$ cat src/rtl/counter_100_pkg.sv
// Shared constants for the counter_100 display path: segment codes, digit-state
// encoding and the largest in-range count.
package counter_100_pkg;

   // Segment codes are active-high {g,f,e,d,c,b,a}; pin polarity is applied in the top.
   localparam logic [6:0] SEG_0     = 7'h3F;
   localparam logic [6:0] SEG_1     = 7'h06;
   localparam logic [6:0] SEG_2     = 7'h5B;
   localparam logic [6:0] SEG_3     = 7'h4F;
   localparam logic [6:0] SEG_4     = 7'h66;
   localparam logic [6:0] SEG_5     = 7'h6D;
   localparam logic [6:0] SEG_6     = 7'h7D;
   localparam logic [6:0] SEG_7     = 7'h07;
   localparam logic [6:0] SEG_8     = 7'h7F;
   localparam logic [6:0] SEG_9     = 7'h6F;
   localparam logic [6:0] SEG_DASH  = 7'h40;
   localparam logic [6:0] SEG_BLANK = 7'h00;

   localparam logic [0:0] ST_ONES = 1'b0;
   localparam logic [0:0] ST_TENS = 1'b1;

   localparam logic [6:0] CNT_MAX = 7'd99;

   function automatic logic [6:0] seg_code(input logic [3:0] digit);
      case (digit)
         4'd0:    seg_code = SEG_0;
         4'd1:    seg_code = SEG_1;
         4'd2:    seg_code = SEG_2;
         4'd3:    seg_code = SEG_3;
         4'd4:    seg_code = SEG_4;
         4'd5:    seg_code = SEG_5;
         4'd6:    seg_code = SEG_6;
         4'd7:    seg_code = SEG_7;
         4'd8:    seg_code = SEG_8;
         4'd9:    seg_code = SEG_9;
         default: seg_code = SEG_BLANK;
      endcase
   endfunction

endpackage

$ cat src/rtl/counter_100_display_if.sv
// Count bus from counter_100_r into the display, plus the display pins and BCD taps.
// master = count producer / board side, slave = the display block.
interface counter_100_display_if;
   logic [6:0] i_cnt;
   logic [6:0] o_seg;
   logic [1:0] o_an;
   logic [3:0] o_tens;
   logic [3:0] o_ones;
   logic       o_ovf;

   modport master (output i_cnt, input o_seg, o_an, o_tens, o_ones, o_ovf);
   modport slave  (input i_cnt, output o_seg, o_an, o_tens, o_ones, o_ovf);
endinterface

$ cat src/rtl/counter_100_display_bin2bcd.sv
// Binary 0..127 to two BCD digits by a compare ladder; 100..127 flag overflow
// and force both digits to 4'hF.
module bin2bcd_100
   import counter_100_pkg::*;
(
   input  logic [6:0] in,
   output logic [3:0] tens,
   output logic [3:0] ones,
   output logic       ovf
);

   logic [6:0] base;

   // NOTE: every always_comb output gets a default first so no path leaves it unassigned (no latch).
   always_comb begin
      tens = 4'd0;
      base = 7'd0;
      for (int t = 1; t <= 9; t++) begin
         if (in >= 7'(t * 10)) begin
            tens = 4'(t);
            base = 7'(t * 10);
         end
      end
      ones = 4'(in - base);
      ovf  = (in > CNT_MAX);
      if (ovf) begin
         tens = 4'hF;
         ones = 4'hF;
      end
   end

endmodule

$ cat src/rtl/counter_100_display.sv
// Two-digit multiplexed 7-segment driver for the counter_100_r count bus; samples
// i_cnt once per frame so the two digits always come from the same count.
module counter_100_display
   import counter_100_pkg::*;
#(
   parameter int REFRESH_DIV     = 1000,
   parameter int BLANK_LEAD_ZERO = 1,
   parameter int SEG_ACTIVE_LOW  = 1
) (
   input  logic                 clk,
   input  logic                 reset_n,
   counter_100_display_if.slave bus
);

   localparam int               PRE_W    = (REFRESH_DIV > 1) ? $clog2(REFRESH_DIV) : 1;
   localparam logic [PRE_W-1:0] PRE_LAST = PRE_W'(REFRESH_DIV - 1);
   localparam logic [6:0]       SEG_INV  = (SEG_ACTIVE_LOW != 0) ? 7'h7F : 7'h00;
   localparam logic [1:0]       AN_INV   = (SEG_ACTIVE_LOW != 0) ? 2'b11 : 2'b00;

   logic [PRE_W-1:0] pre_cnt;
   logic             tick;
   logic [0:0]       state;
   logic [6:0]       cnt_q;

   logic [3:0]       tens;
   logic [3:0]       ones;
   logic             ovf;

   logic [6:0]       seg_nxt;
   logic [1:0]       an_nxt;

   logic [6:0]       seg_r;
   logic [1:0]       an_r;
   logic [3:0]       tens_r;
   logic [3:0]       ones_r;
   logic             ovf_r;

   assign tick = (pre_cnt == PRE_LAST);

   // Capture happens only on the TENS->ONES tick, which is what keeps a frame coherent.
   // NOTE: sequential state uses non-blocking assignments so every register sees pre-edge values.
   always_ff @(posedge clk) begin
      if (!reset_n) begin
         pre_cnt <= '0;
         state   <= ST_TENS;
         cnt_q   <= 7'd0;
      end else begin
         pre_cnt <= tick ? '0 : pre_cnt + 1'b1;
         if (tick) begin
            if (state == ST_TENS) begin
               cnt_q <= bus.i_cnt;
               state <= ST_ONES;
            end else begin
               state <= ST_TENS;
            end
         end
      end
   end

   bin2bcd_100 u_bin2bcd (
      .in   (cnt_q),
      .tens (tens),
      .ones (ones),
      .ovf  (ovf)
   );

   always_comb begin
      an_nxt  = 2'b01;
      seg_nxt = SEG_BLANK;
      if (state == ST_ONES) begin
         an_nxt  = 2'b01;
         seg_nxt = ovf ? SEG_DASH : seg_code(ones);
      end else begin
         an_nxt = 2'b10;
         if (ovf)
            seg_nxt = SEG_DASH;
         else if ((BLANK_LEAD_ZERO != 0) && (tens == 4'd0))
            seg_nxt = SEG_BLANK;
         else
            seg_nxt = seg_code(tens);
      end
   end

   // Pin polarity is folded in before the register so the pins come straight off flops.
   always_ff @(posedge clk) begin
      if (!reset_n) begin
         seg_r  <= SEG_INV;
         an_r   <= AN_INV;
         tens_r <= 4'd0;
         ones_r <= 4'd0;
         ovf_r  <= 1'b0;
      end else begin
         seg_r  <= seg_nxt ^ SEG_INV;
         an_r   <= an_nxt ^ AN_INV;
         tens_r <= tens;
         ones_r <= ones;
         ovf_r  <= ovf;
      end
   end

   assign bus.o_seg  = seg_r;
   assign bus.o_an   = an_r;
   assign bus.o_tens = tens_r;
   assign bus.o_ones = ones_r;
   assign bus.o_ovf  = ovf_r;

endmodule

$ cat src/flat_wrapper.sv
// flat-port wrapper written by rule: the top's interface ports become plain ports
module counter_100_display_flat import counter_100_pkg::*;
#(
   parameter int REFRESH_DIV     = 1000,
   parameter int BLANK_LEAD_ZERO = 1,
   parameter int SEG_ACTIVE_LOW  = 1
)
  (clk, reset_n, bus_i_cnt, bus_o_seg, bus_o_an, bus_o_tens, bus_o_ones, bus_o_ovf);
  counter_100_display_if bus_i ();
  input  logic clk;
  input  logic reset_n;
  input wire logic [$bits(bus_i.i_cnt)-1:0] bus_i_cnt;
  output wire logic [$bits(bus_i.o_seg)-1:0] bus_o_seg;
  output wire logic [$bits(bus_i.o_an)-1:0] bus_o_an;
  output wire logic [$bits(bus_i.o_tens)-1:0] bus_o_tens;
  output wire logic [$bits(bus_i.o_ones)-1:0] bus_o_ones;
  output wire logic [$bits(bus_i.o_ovf)-1:0] bus_o_ovf;
  assign bus_i.i_cnt = bus_i_cnt;
  assign bus_o_seg = bus_i.o_seg;
  assign bus_o_an = bus_i.o_an;
  assign bus_o_tens = bus_i.o_tens;
  assign bus_o_ones = bus_i.o_ones;
  assign bus_o_ovf = bus_i.o_ovf;
  counter_100_display #(.REFRESH_DIV(REFRESH_DIV), .BLANK_LEAD_ZERO(BLANK_LEAD_ZERO), .SEG_ACTIVE_LOW(SEG_ACTIVE_LOW)) u_core (.clk(clk), .reset_n(reset_n), .bus(bus_i));
endmodule
$ cat config.mk
export PLATFORM = sky130hd
export DESIGN_NAME = counter_100_display_flat
export DESIGN_NICKNAME = d
export VERILOG_FILES = /design/src/rtl/counter_100_pkg.sv /design/src/rtl/counter_100_display_if.sv /design/src/rtl/counter_100_display_bin2bcd.sv /design/src/rtl/counter_100_display.sv /design/src/flat_wrapper.sv
export SDC_FILE = /design/constraint.sdc
export NUM_CORES = 1
export LEC_CHECK = 0
export CORE_MARGIN = 2
export CORE_UTILIZATION = 59
export CTS_CLUSTER_SIZE = 24
export DETAILED_ROUTE_END_ITERATION = 12
export GPL_TIMING_DRIVEN = 0
export PLACE_DENSITY = 0.84
export SLEW_MARGIN = 20
export SYNTH_ARGS = -nofsm -noshare
export SYNTH_HDL_FRONTEND = slang
export SYNTH_SLANG_ARGS = --single-unit
$ cat constraint.sdc
create_clock -name clk -period 9.36 [get_ports clk]
set_input_delay 1.872 -clock clk [delete_from_list [all_inputs] [get_ports clk]]
set_output_delay 1.872 -clock clk [all_outputs]
set_load 0.05 [all_outputs]
# After elaboration in Yosys (flattened, before gate mapping)
# Memory sizes are Yosys's and may differ from the RTL's.
# Index checks and enable logic that the tools add are counted.
[totals] register_bits=36 rom_bits=224 n_memories=2
[op_classes] n_addsub=2 n_lt_le_gt_ge=10 n_eq_ne=1 n_mux=26 bitwise=3 n_reduce_logical=3
[memory_table] name="(no name shown)" depth=16 word_bits=7 rd=1 rd_clocked_by_memory_dff=0 wr=0 line="counter_100_pkg.sv:25" text="case (digit)"
[memory_table] name="(no name shown)" depth=16 word_bits=7 rd=1 rd_clocked_by_memory_dff=0 wr=0 line="counter_100_pkg.sv:25"
[op_table] cell="4-bit 2-to-1 mux" count=19
[op_table] cell="7-bit 2-to-1 mux" count=4
[op_table] cell="7-bit by 6-bit >= comparator with 1-bit output, second input constant" count=3
[op_table] cell="7-bit >= comparator, second input constant" count=3
[op_table] cell="7-bit by 5-bit >= comparator with 1-bit output, second input constant" count=2
[op_table] cell="10-bit by 1-bit adder with 10-bit output, second input constant" count=1
[op_table] cell="10-bit equality test, second input constant" count=1
[op_table] cell="7-bit by 4-bit >= comparator with 1-bit output, second input constant" count=1
[op_table] cell="7-bit greater-than comparator, second input constant" count=1
[op_table] cell="7-bit inverter" count=1
[op_table] cell="4-bit logical NOT" count=1
[op_table] cell="4-bit subtractor" count=1
[op_table] cell="1-bit 2-to-1 mux" count=2
[op_table] cell="2-bit 2-to-1 mux" count=1
[op_table] cell="2-bit inverter" count=1
[op_table] cell="2-bit AND reduction" count=1
[op_table] cell="2-bit OR reduction" count=1
[op_table] cell="1-bit inverter" count=1

# Logic depth before layout (Yosys ltp)
[depth] ltp_word=16 depth_mapped=14 mapped_depth_nobuf=12

# Hierarchy
# A second synthesis with hierarchy kept.
[hier_totals] hier_cells=223 hier_area_um2=1999.4
[by_module_without_submodules] module="counter_100_display" instances=1 cells_each=171 area_per_inst_um2=1634.1 seq_area_each_um2=720.7
[by_module_without_submodules] module="bin2bcd_100" instances=1 cells_each=52 area_per_inst_um2=365.4 seq_area_each_um2=0.0

# Worst setup path after synthesis
# No wires, ideal clock.
[synth_timing] path_type="reg-to-reg" startpoint="register u_core.cnt_q[4]" endpoint="register u_core.seg_r[0] (netlist: u_core.bus.o_seg[0])" setup_time_ns=0.133 arrival_ns=3.189 t_required_ns=9.227 setup_slack_ns=6.038 path_stages_with_launch=14 path_buffers=2 period_less_slack_ns=3.322 cell_sequence="dfxtp_1 > buf_4 > clkbuf_1 > nor3b_1 > a32o_1 > a21oi_1 > o22ai_1 > inv_1 > ha_1 > fa_1 > xnor2_1 > a2111o_1 > a221oi_2 > a211oi_2"
[synth_via] elab_chain_cells=16 elab_cells_between_ends=39 cone_classes="add/sub: 1; order compare: 10; mux: 24; bitwise: 1; reduce/logical: 1; memory: 2"
[synth_lines] item="from (decl)" line="counter_100_display.sv:23" text="logic [6:0] cnt_q;"
[synth_lines] item="from (signal assigned)" line="counter_100_display.sv:51" text="cnt_q <= bus.i_cnt;"
[synth_lines] item="7-bit by 4-bit >= comparator with 1-bit output" line="counter_100_display_bin2bcd.sv:19" text="if (in >= 7'(t * 10)) begin"
[synth_lines] item="4-bit 2-to-1 mux / 1-bit 2-to-1 mux (equally long branches)" line="counter_100_display_bin2bcd.sv:19"
[synth_lines] item="4-bit 2-to-1 mux (8 in series)" line="counter_100_display_bin2bcd.sv:19"
[synth_lines] item="4-bit subtractor / 4-bit 2-to-1 mux (equally long branches)" line="counter_100_display_bin2bcd.sv:24, counter_100_display_bin2bcd.sv:26"
[synth_lines] item="4-bit 2-to-1 mux (tied with other cells)" line="counter_100_display_bin2bcd.sv:26" text="if (ovf) begin"
[synth_lines] item="memory read 16 x 7 bit / 7-bit 2-to-1 mux (equally long branches)"
[synth_lines] item="7-bit 2-to-1 mux, on equally long branches" line="counter_100_display.sv:72, counter_100_display.sv:75"
[synth_lines] item="7-bit 2-to-1 mux (*)" line="counter_100_display.sv:70" text="if (state == ST_ONES) begin"
[synth_lines] item="7-bit inverter (no source line) (*)"
[synth_lines] item="to (signal assigned)" line="counter_100_display.sv:93" text="seg_r <= seg_nxt ^ SEG_INV;"
[synth_lines] item="to (decl)" line="counter_100_display.sv:32" text="logic [6:0] seg_r;"
# Every way passes the cells marked *; elsewhere a longest branch is shown, timed or not.
# A chain may end at the register's enable or synchronous reset.

# Worst setup path in the final report
# Ends and elaborated chain as after synthesis.

==> impl_metrics.toml <==
[timing]
hold_viol = 0
final.min_clock_period_ns = 3.90
timing.final.crit_share_pct = 41.6
final.setup.worst_slack_ns = 5.46
holdWs_ns = 0.443
fin_worst_skew_ns = 0.00653
rsz0062_at_grt = "no"
fin_tns_setup_ns = 0
tightest_slew_ns = 0.808
setup_viol = 0
clock.fmax_mhz = 257
finalMaxSlewViolations = 0
timing.slew.headroom_pct = 45.8

[finish]
design_area_um2 = 2500
drive_above_1_share_pct = 10.8
stdcell_count = 325
fin_nets = 300
antenna_cells = 0
post-route-util_pct = 73.3
layout_common_cells = "36 x nor2_1, 36 x dfxtp_1, 26 x clkdlybuf4s50_1, 16 x a21oi_1, 15 x inv_1"
synthToLayoutAreaGrowth_pct = 17.4

[clocking]
cts_tree = "yes"
root_buffer = "clkbuf_4"
postCtsSetupBuffers = 0
cts_buffers = 5
cts_sinks = 36
cts_resized = 0
ctsLongestPathBuffers = 2
ctsHtreeMaxLevel = 2
path_clk_slew_ns = 0.10
postCtsHoldBufs = 0
clock_latency_ns = 0.34

[synthesis]
synth_cell_types = 59
synth_area_per_cell_um2 = 8.70
synth_fp_nets = 267
synthCells = 245
synth_seq_cells = 36
async_flop_share_pct = 0
yosys_warnings = 0
synth_edf_count = 0
ys_seq_area_share_pct = 33.8
synthFlopType = "dfxtp_1"
synth_area_um2 = 2130

[floorplan]
io_pins = 27
die_h_um = 64.1
coreArea_um2 = 3420
die_area_um2 = 4110
die_x_um = 64.1
initial_core_util_pct = 62.4
rows = 21

[hold_path]
hold_path_class = "reg -> reg"
holdPathStages = 1
worstHoldStart = "u_core.pre_cnt[0]$_SDFF_PP0_"

[drt]
drc = 0
firstDrtPassIters = 4
via_per_inst = 5.70
drt_wl_total_um = 4490
drt-initial-drc-count = 110
final_antenna_net_count = 0
dr_total_vias = 1851
routedWlPerCell_um = 13.8

[critical_path]
cp_cell_sequence = "buf_4 > clkbuf_1 > nor3b_1 > a32o_1 > a21oi_1 > o22ai_1 > inv_1 > ha_1 > fa_1 > xnor2_1 > a2111o_1 > a221oi_2 > a211oi_2"
critPathKind = "reg -> reg"
critPathMaxStageDelay_ns = 0.50
worst-path-stages = 13
crit_buf_inv = 3
reg2reg_from = "u_core.cnt_q[4]$_SDFFE_PN0P_"
crit_path_top_delay_cell = "a2111o_1"
critPathMaxFanout = 10
critPathLaunchType = "register"
rr_worst_depth = 13
crit_family = "compound AO/OA/AOI/OAI gates"
worstPathRequired_ns = 9.58
crit_path_end_kind = "register"
crit_path_start = "u_core.cnt_q[4]$_SDFFE_PN0P_"
worst_ep_arrival_time_ns = 4.12

[power]
sw_frac_of_total_pct = 23.5
p_clk_share_pct = 33.3
combPwrFrac_pct = 3.9
pwr_density_cell_nw_per_um2 = 98.8
seqPwrFrac_pct = 62.7
p_switching_mw = 0.0580
peakVddDrop_mv = 0.0963
power.total_mw = 0.247
p_int_mw = 0.189
leakagePower_nw = 1.03

[global_routing]
grt_usage_pct = 24.8
grt_overflow = 0
grt_pass1_vias = 1761
grt_pass1_wl_um = 7940
antenna_found_initial = 0
grt_start_max_net_pins = 12

[status]
status = "finished, final reports clean"

[place]
portBuffers = 26
dpl.cell_count = 317
post-dp-hpwl_um = 3250
gp_congestion = 0.884
placed_area_um2 = 2450
dp_slack_ns = 5.56

[job]
max_cap_viol_count = 0
## worst reg2reg max path: stages (launching register included)
cell	delay, ns
dfxtp_1	0.33
buf_4	0.18
clkbuf_1	0.34
nor3b_1	0.31
a32o_1	0.21
a21oi_1	0.05
o22ai_1	0.47
inv_1	0.09
ha_1	0.21
fa_1	0.39
xnor2_1	0.20
a2111o_1	0.51
a221oi_2	0.39
a211oi_2	0.11
## Yosys cell counts, types with 3 or more instances
cell type	n	share of area (%)
nor2_1	36	6.3
nand3_1	8	1.9
a211oi_2	4	2.3
buf_2	3	0.70
inv_1	15	2.6
ha_1	12	7.0
xor2_1	3	1.2
mux2i_1	9	4.2
o21ai_0	12	2.8
clkbuf_1	8	1.4
a221oi_1	3	1.2
xnor2_1	7	2.9
a21oi_1	16	3.8
a21o_1	3	1.1
nand2_1	11	1.9
nand2b_1	7	2.1
dfxtp_1	36	34
## final cells by class
cell class / instances / area, µm²
Multi-Input combinational cell: 177 / 1260
Fill cell: 266 / 912
Sequential cell: 36 / 721
Timing Repair Buffer: 26 / 260
Buffer: 16 / 86.3
Inverter: 16 / 60.1
Tap cell: 46 / 57.6
Clock buffer: 7 / 45.0
Clock inverter: 1 / 8.76
## power by group through the flow
stage	registers (mW)	logic (mW)	clock network (mW)
floorplan	0.159	0.00372	0
global placement	0.159	0.00971	0
detailed placement	0.159	0.00969	0
CTS	0.155	0.00971	0.0844
global route	0.155	0.0108	0.0918
finish	0.155	0.00972	0.0824
## routing by layer
layer  up-vias  part of all wire [%]  GRT usage, %  routed length, µm
met2        74                    46          39.5               2050
met1       843                    44          30.6               2000
met4         0                   2.3          12.2                104
met3        13                   7.8          7.39                350
li1        921                     -             -                  -
met5         -                     0             0                  0
## cell families after synthesis
family | synth area share (%)
AOI/OAI and AO/OA | 23.2
muxes | 4.23
xor gates and xnor gates | 5.40
adders and majority gates | 7.98
buffers and inverters | 6.87
DFF | 33.8
and+or+nand+nor | 18.5
## path summary, 6_finish.rpt
path                                                       end  slack, ns
worst min-delay path              u_core.pre_cnt[0]$_SDFF_PP0_       0.44
worst max-delay path            u_core.bus.o_seg[0]$_SDFF_PN1_       5.46
worst max register to register  u_core.bus.o_seg[0]$_SDFF_PN1_       5.46
worst min register to register    u_core.pre_cnt[0]$_SDFF_PP0_       0.44
## sequential cells by signal, summed over array words and instances, names as in the netlist
| name | count |
|---|---|
| u_core.bus.o_ovf | 1 |
| u_core.bus.o_tens | 4 |
| u_core.pre_cnt | 10 |
| u_core.bus.o_ones | 4 |
| u_core.state | 1 |
| u_core.bus.o_seg | 7 |
| u_core.bus.o_an | 2 |
| u_core.cnt_q | 7 |
No activity file was read; power rests on OpenSTA's default activity.
